===== src/rtl/imem_boot_controller.sv =====
// Boot-time loader for the instruction memory port: streams a program in byte by byte, then hands the port to the CPU.
// Optional trailing checksum byte is enabled by defining IMEM_CHECKSUM_EN.
module imem_boot_controller #(
  parameter int MEM_BYTES = 8192,
  parameter int ADDR_W    = 32,
  parameter int BOOT_ADDR = 0
) (
  input  logic              clock,
  input  logic              reset,
  input  logic              load_start,
  input  logic [ADDR_W-1:0] load_len,
  input  logic              byte_valid,
  input  logic [7:0]        byte_data,
  output logic              byte_ready,
  output logic [ADDR_W-1:0] mem_addr,
  output logic              mem_we,
  output logic [7:0]        mem_wdata,
  input  logic [ADDR_W-1:0] cpu_pc,
  output logic              cpu_stall,
  output logic              busy,
  output logic              load_done,
  output logic              load_err,
  output logic              fetch_fault
);

  typedef enum logic [1:0] {IDLE, LOAD, RUN} state_t;

  localparam logic [ADDR_W-1:0] BOOT      = ADDR_W'(BOOT_ADDR);
  localparam logic [ADDR_W-1:0] MAX_LEN   = ADDR_W'(MEM_BYTES - BOOT_ADDR);
  localparam logic [ADDR_W-1:0] LAST_WORD = ADDR_W'(MEM_BYTES - 4);

  state_t            state, state_next;
  logic [ADDR_W-1:0] ptr;
  logic [ADDR_W-1:0] count;
  logic [ADDR_W-1:0] start_len;
  logic              pend_we;
  logic [7:0]        pend_data;
  logic              start;
  logic              accept;
  logic              wr_accept;
  logic              finish;
  logic              done_next;
  logic              cks_pending;
  logic              sum_ok;

  // The length clamp is what keeps the write pointer from running past the end of memory.
  assign start_len = (load_len > MAX_LEN) ? MAX_LEN : load_len;
  assign start     = load_start && (state != LOAD);
  assign accept    = byte_valid && byte_ready;
  assign wr_accept = accept && (count != '0);
  assign finish    = (count == '0) && !cks_pending;

`ifdef IMEM_CHECKSUM_EN
  localparam bit CKS_EN = 1'b1;

  logic [7:0] sum;
  logic       err_next;

  assign sum_ok   = (sum == 8'd0);
  assign err_next = (state == LOAD) && finish && !sum_ok;

  // The checksum byte is the one accepted once the payload count has reached zero.
  always_ff @(posedge clock) begin
    if (!reset) begin
      cks_pending <= 1'b0;
      sum         <= 8'd0;
      load_err    <= 1'b0;
    end else begin
      if (start) begin
        cks_pending <= 1'b1;
        sum         <= 8'd0;
      end else if (accept) begin
        sum <= sum + byte_data;
        if (count == '0) cks_pending <= 1'b0;
      end
      if (start) load_err <= 1'b0;
      else if (err_next) load_err <= 1'b1;
    end
  end
`else
  localparam bit CKS_EN = 1'b0;

  assign cks_pending = 1'b0;
  assign sum_ok      = 1'b1;
  assign load_err    = 1'b0;
`endif

  always_ff @(posedge clock) begin
    if (!reset) state <= IDLE;
    else        state <= state_next;
  end

  always_comb begin
    state_next = state;
    done_next  = 1'b0;
    case (state)
      IDLE, RUN: begin
        if (load_start) begin
          if ((start_len == '0) && !CKS_EN) begin
            state_next = RUN;
            done_next  = 1'b1;
          end else begin
            state_next = LOAD;
          end
        end
      end
      LOAD: begin
        if (finish) begin
          if (sum_ok) begin
            state_next = RUN;
            done_next  = 1'b1;
          end else begin
            state_next = IDLE;
          end
        end
      end
      default: state_next = IDLE;
    endcase
  end

  // Accepted bytes are written one cycle later; the pointer advances as each write is issued.
  always_ff @(posedge clock) begin
    if (!reset) begin
      ptr       <= BOOT;
      count     <= '0;
      pend_we   <= 1'b0;
      pend_data <= 8'd0;
      load_done <= 1'b0;
    end else begin
      load_done <= done_next;
      pend_we   <= wr_accept;
      if (wr_accept) begin
        pend_data <= byte_data;
        count     <= count - 1'b1;
      end
      if (start) begin
        ptr   <= BOOT;
        count <= start_len;
      end else if (pend_we) begin
        ptr <= ptr + 1'b1;
      end
    end
  end

  assign byte_ready  = (state == LOAD) && ((count != '0) || cks_pending);
  assign mem_we      = pend_we;
  assign mem_wdata   = pend_data;
  assign mem_addr    = (state == LOAD) ? ptr : cpu_pc;
  assign cpu_stall   = (state != RUN);
  assign busy        = (state == LOAD);
  assign fetch_fault = (state == RUN) && ((cpu_pc[1:0] != 2'b00) || (cpu_pc > LAST_WORD));

endmodule


===== config.mk =====
export PLATFORM = sky130hd
export DESIGN_NAME = imem_boot_controller
export DESIGN_NICKNAME = d
export VERILOG_FILES = /design/src/rtl/imem_boot_controller.sv
export SDC_FILE = /design/constraint.sdc
export NUM_CORES = 1
export LEC_CHECK = 0
export CAP_MARGIN = 0
export CORE_MARGIN = 4
export CORE_UTILIZATION = 48
export DETAILED_ROUTE_END_ITERATION = 7
export GPL_ROUTABILITY_DRIVEN = 0
export PLACE_DENSITY = 0.83
export SLEW_MARGIN = 20
export SYNTH_ARGS = -nofsm -noshare
export SYNTH_HDL_FRONTEND = slang
export SYNTH_SLANG_ARGS = --single-unit

===== constraint.sdc =====
create_clock -name clock -period 3.2 [get_ports clock]
set_clock_uncertainty 0.1 [all_clocks]
set_input_delay 0.64 -clock clock [delete_from_list [all_inputs] [get_ports clock]]
set_output_delay 0.64 -clock clock [all_outputs]
set_load 0.01 [all_outputs]

==> results_dict.tcl <==
set metrics [dict create \
    synth.top_cell.area_share_pct 35.2 \
    critPathSlowestCell "or4_4" \
    fillCellCount 720 \
    areaGrowthSynthToFinish_pct 37.3 \
    crit_family "simple AND/OR/NAND/NOR gates" \
    die_h_um 103 \
    crit_path_end_kind "output port" \
    dr.pass1.iters 5 \
    ys_top_cells_by_area "dfxtp_1 (35%), nand2_1 (9.5%), nor2_1 (4.8%)" \
    worst_pin_slew_ps 1000 \
    min_period_over_period_pct 98.4 \
    cp.required_ps 2460 \
    first_global_vias 4562 \
    slew_headroom_pct 32.8 \
    critical_path.cell_chain "inv_2 -> ha_4 -> or4b_4 -> or4_4 -> nor3_4 -> nor2_1 -> buf_2" \
    p_per_area_nw_per_um2 419 \
    drt_iter0_markers 302 \
    cts_buffers 9 \
    fin_crit_ps 3150 \
    die_width_um 103 \
    max_freq_mhz 318 \
    num_io_pins 123 \
    synth_area_um2 4320 \
    clock_path_buffers 2 \
    hold_viol_final 0 \
    cts_tree "built" \
    wl_per_cell_um 15.9 \
    hp-class "register to register" \
    clock_sinks 76 \
    track_usage_pct 24.1 \
    synth-main-ff-cell "dfxtp_1" \
    worst-r2r-cell-count 8 \
    startpoint_type "register" \
    drc 0 \
    avgSynthCellArea_um2 7.47 \
    grt_max_degree 40 \
    nNetsFinal 773 \
    h-tree-depth 3 \
    setup_violations 0 \
    drv_slew 0 \
    path_clk_slew_ps 80 \
    clock_latency_ps 350 \
    antenna_found_initial 0 \
    vias 4772 \
    gr-total-overflow 0 \
    cp_max_fo 4 \
    seq_area_frac_synth_pct 35.2 \
    via_per_inst 5.91 \
    status "completed" \
    core_um2 8760 \
    drive_above_1_share_pct 7.44 \
    diodes 0 \
    initial_core_util_pct 49.3 \
    dp.final_hpwl_um 9390 \
    crit_end "byte_ready" \
    synth_edf_count 0 \
    synth_seq_cells 76 \
    synth_cells 579 \
    rows 34 \
    worstReg2RegEnd "count[22]" \
    setup_tns_ps 0 \
    critPathLaunch "count[1]" \
    wirelength_um 12800 \
    cp_num_buf_inv 2 \
    critical_path_depth 7 \
    cts-root-buf "clkbuf_8" \
    cap_violations 0 \
    fin_total_pwr_mw 2.49 \
    slowest_delay_ps 580 \
    io_buffer_count 121 \
    synth_fp_nets 657 \
    ant_nets 0 \
    r2r_start "count[1]" \
    yosys.area.top_type "dfxtp_1" \
    ys_types 58 \
    worst_ir_drop_vdd_v 0.000229 \
    path_class "register to output port" \
    timing.reg2reg.setup_slack_ps 230 \
    yosys_warnings 0 \
    grt_pass1_wl_um 20700 \
    worstPathArrival_ps 2410 \
    dieArea_um2 10600 \
    leakage_nw 2.16 \
    async_flop_share_pct 0 \
]
## worst min-delay path by stage
stage          startpoint        end  depth (start not counted)
2_1_floorplan   count[29]  count[29]                          2
3_3_place_gp    count[29]  count[29]                          2
3_5_place_dp    count[29]  count[29]                          2
4_1_cts         count[19]  count[19]                          2
5_1_grt           ptr[15]    ptr[15]                          2
6_report        count[19]  count[19]                          2
## placed cells by master, fill, tap and decap left out, drive strengths merged, types with 2 or more instances in the layout
cell	instances
a21oi	29
nand4b	2
buf	23
clkdlybuf4s50	120
xnor2	20
inv	11
a31oi	7
ha	2
a211oi	3
nand3b	2
and3	5
or2	3
dfxtp	76
nor4b	3
nand2	109
and4	7
o21ai	20
nand4	12
nor2	55
a311oi	5
nor3	25
and2	4
o21a	8
or3	15
nand3	22
or4	9
xor2	11
mux2i	9
nor4	22
o211ai	4
a32oi	8
nand2b	2
clkbuf	14
o31ai	12
## sequential cells by signal, indices dropped and copies added (netlist names)
register   flops
count         32
state          2
load_done      1
ptr           32
mem_we         1
mem_wdata      8
## cells by family after synthesis
| family | Yosys count | synth area share, % |
|---|---|---|
| adders and majority gates | 2 | 0.579 |
| xor gates and xnor gates | 31 | 6.28 |
| buffers and inverters | 50 | 4.80 |
| DFF | 76 | 35.2 |
| other | 1 | 0.0867 |
| muxes | 9 | 2.08 |
| AOI/OAI and AO/OA | 108 | 16.5 |
| and+or+nand+nor | 302 | 34.5 |
## cell type report
cell class	instances	area, um2	share of cell area [%]
Tap cell	108	135	2.28
Timing Repair Buffer	143	1400	23.5
Sequential cell	76	1520	25.6
Multi-Input combinational cell	453	2640	44.4
Clock inverter	1	30.0	0.506
Inverter	12	45.0	0.759
Clock buffer	14	173	2.91
## worst register-to-register path: stages (launching register included)
cell and delay, ps:
dfxtp_1 350, inv_2 80, ha_4 140, or4b_4 460
or4_4 580, buf_4 180, or4_4 500, o311a_1 300
o21a_1 180
## report_power, final
group          switching [mW]  internal [mW]  total, mW
combinational           0.360          0.346      0.705
clock                   0.334          0.421      0.755
sequential             0.0444          0.983       1.03
total                   0.738           1.75       2.49
## synthesized netlist by cell type, drive strengths merged, types with 2 or more instances
library cell / count
a211oi: 3
and2: 4
nor4b: 3
a311oi: 5
nand4: 12
nand3b: 2
xnor2: 20
a31oi: 7
or3: 15
nand2b: 2
nor4: 22
mux2i: 9
dfxtp: 76
clkbuf: 33
buf: 5
nand3: 22
a21oi: 29
nand4b: 2
o211ai: 4
inv: 11
o31ai: 12
a32oi: 8
and4: 7
xor2: 11
nand2: 109
o21a: 8
and3: 5
o21ai: 20
nor3: 25
or4: 9
ha: 2
nor2: 55
or2: 3
## through the flow
stage | instance area [um2] | cells | hold WS, ps | worst slack [ps] | util [%]
3_5_place_dp | 5700 | 792 | 368 | 21.0 | 65.1
2_1_floorplan | 4320 | 579 | 344 | 318 | -
5_1_grt | 5940 | 807 | 414 | -12.3 | 67.7
6_report | 5940 | 807 | 384 | 51.1 | 67.7
3_3_place_gp | 5700 | 792 | 359 | 21.3 | 65.1
4_1_cts | 5900 | 807 | 385 | 15.6 | 67.4
## what timing repair did
action / 4_1_cts / 5_1_grt
endpoints found under the setup margin: 1 / 2
buffers inserted: 0 / 0
hold buffers: 0 / 0
pin swaps: 0 / 1
gates resized for setup: 5 / 7
## metal layers
metal	wire length, um	global-route usage [%]
met5	0	0
met4	208	8.67
met1	5160	28.8
met3	1070	5.07
met2	6370	42.6
No activity file was read; power rests on OpenSTA's default activity.
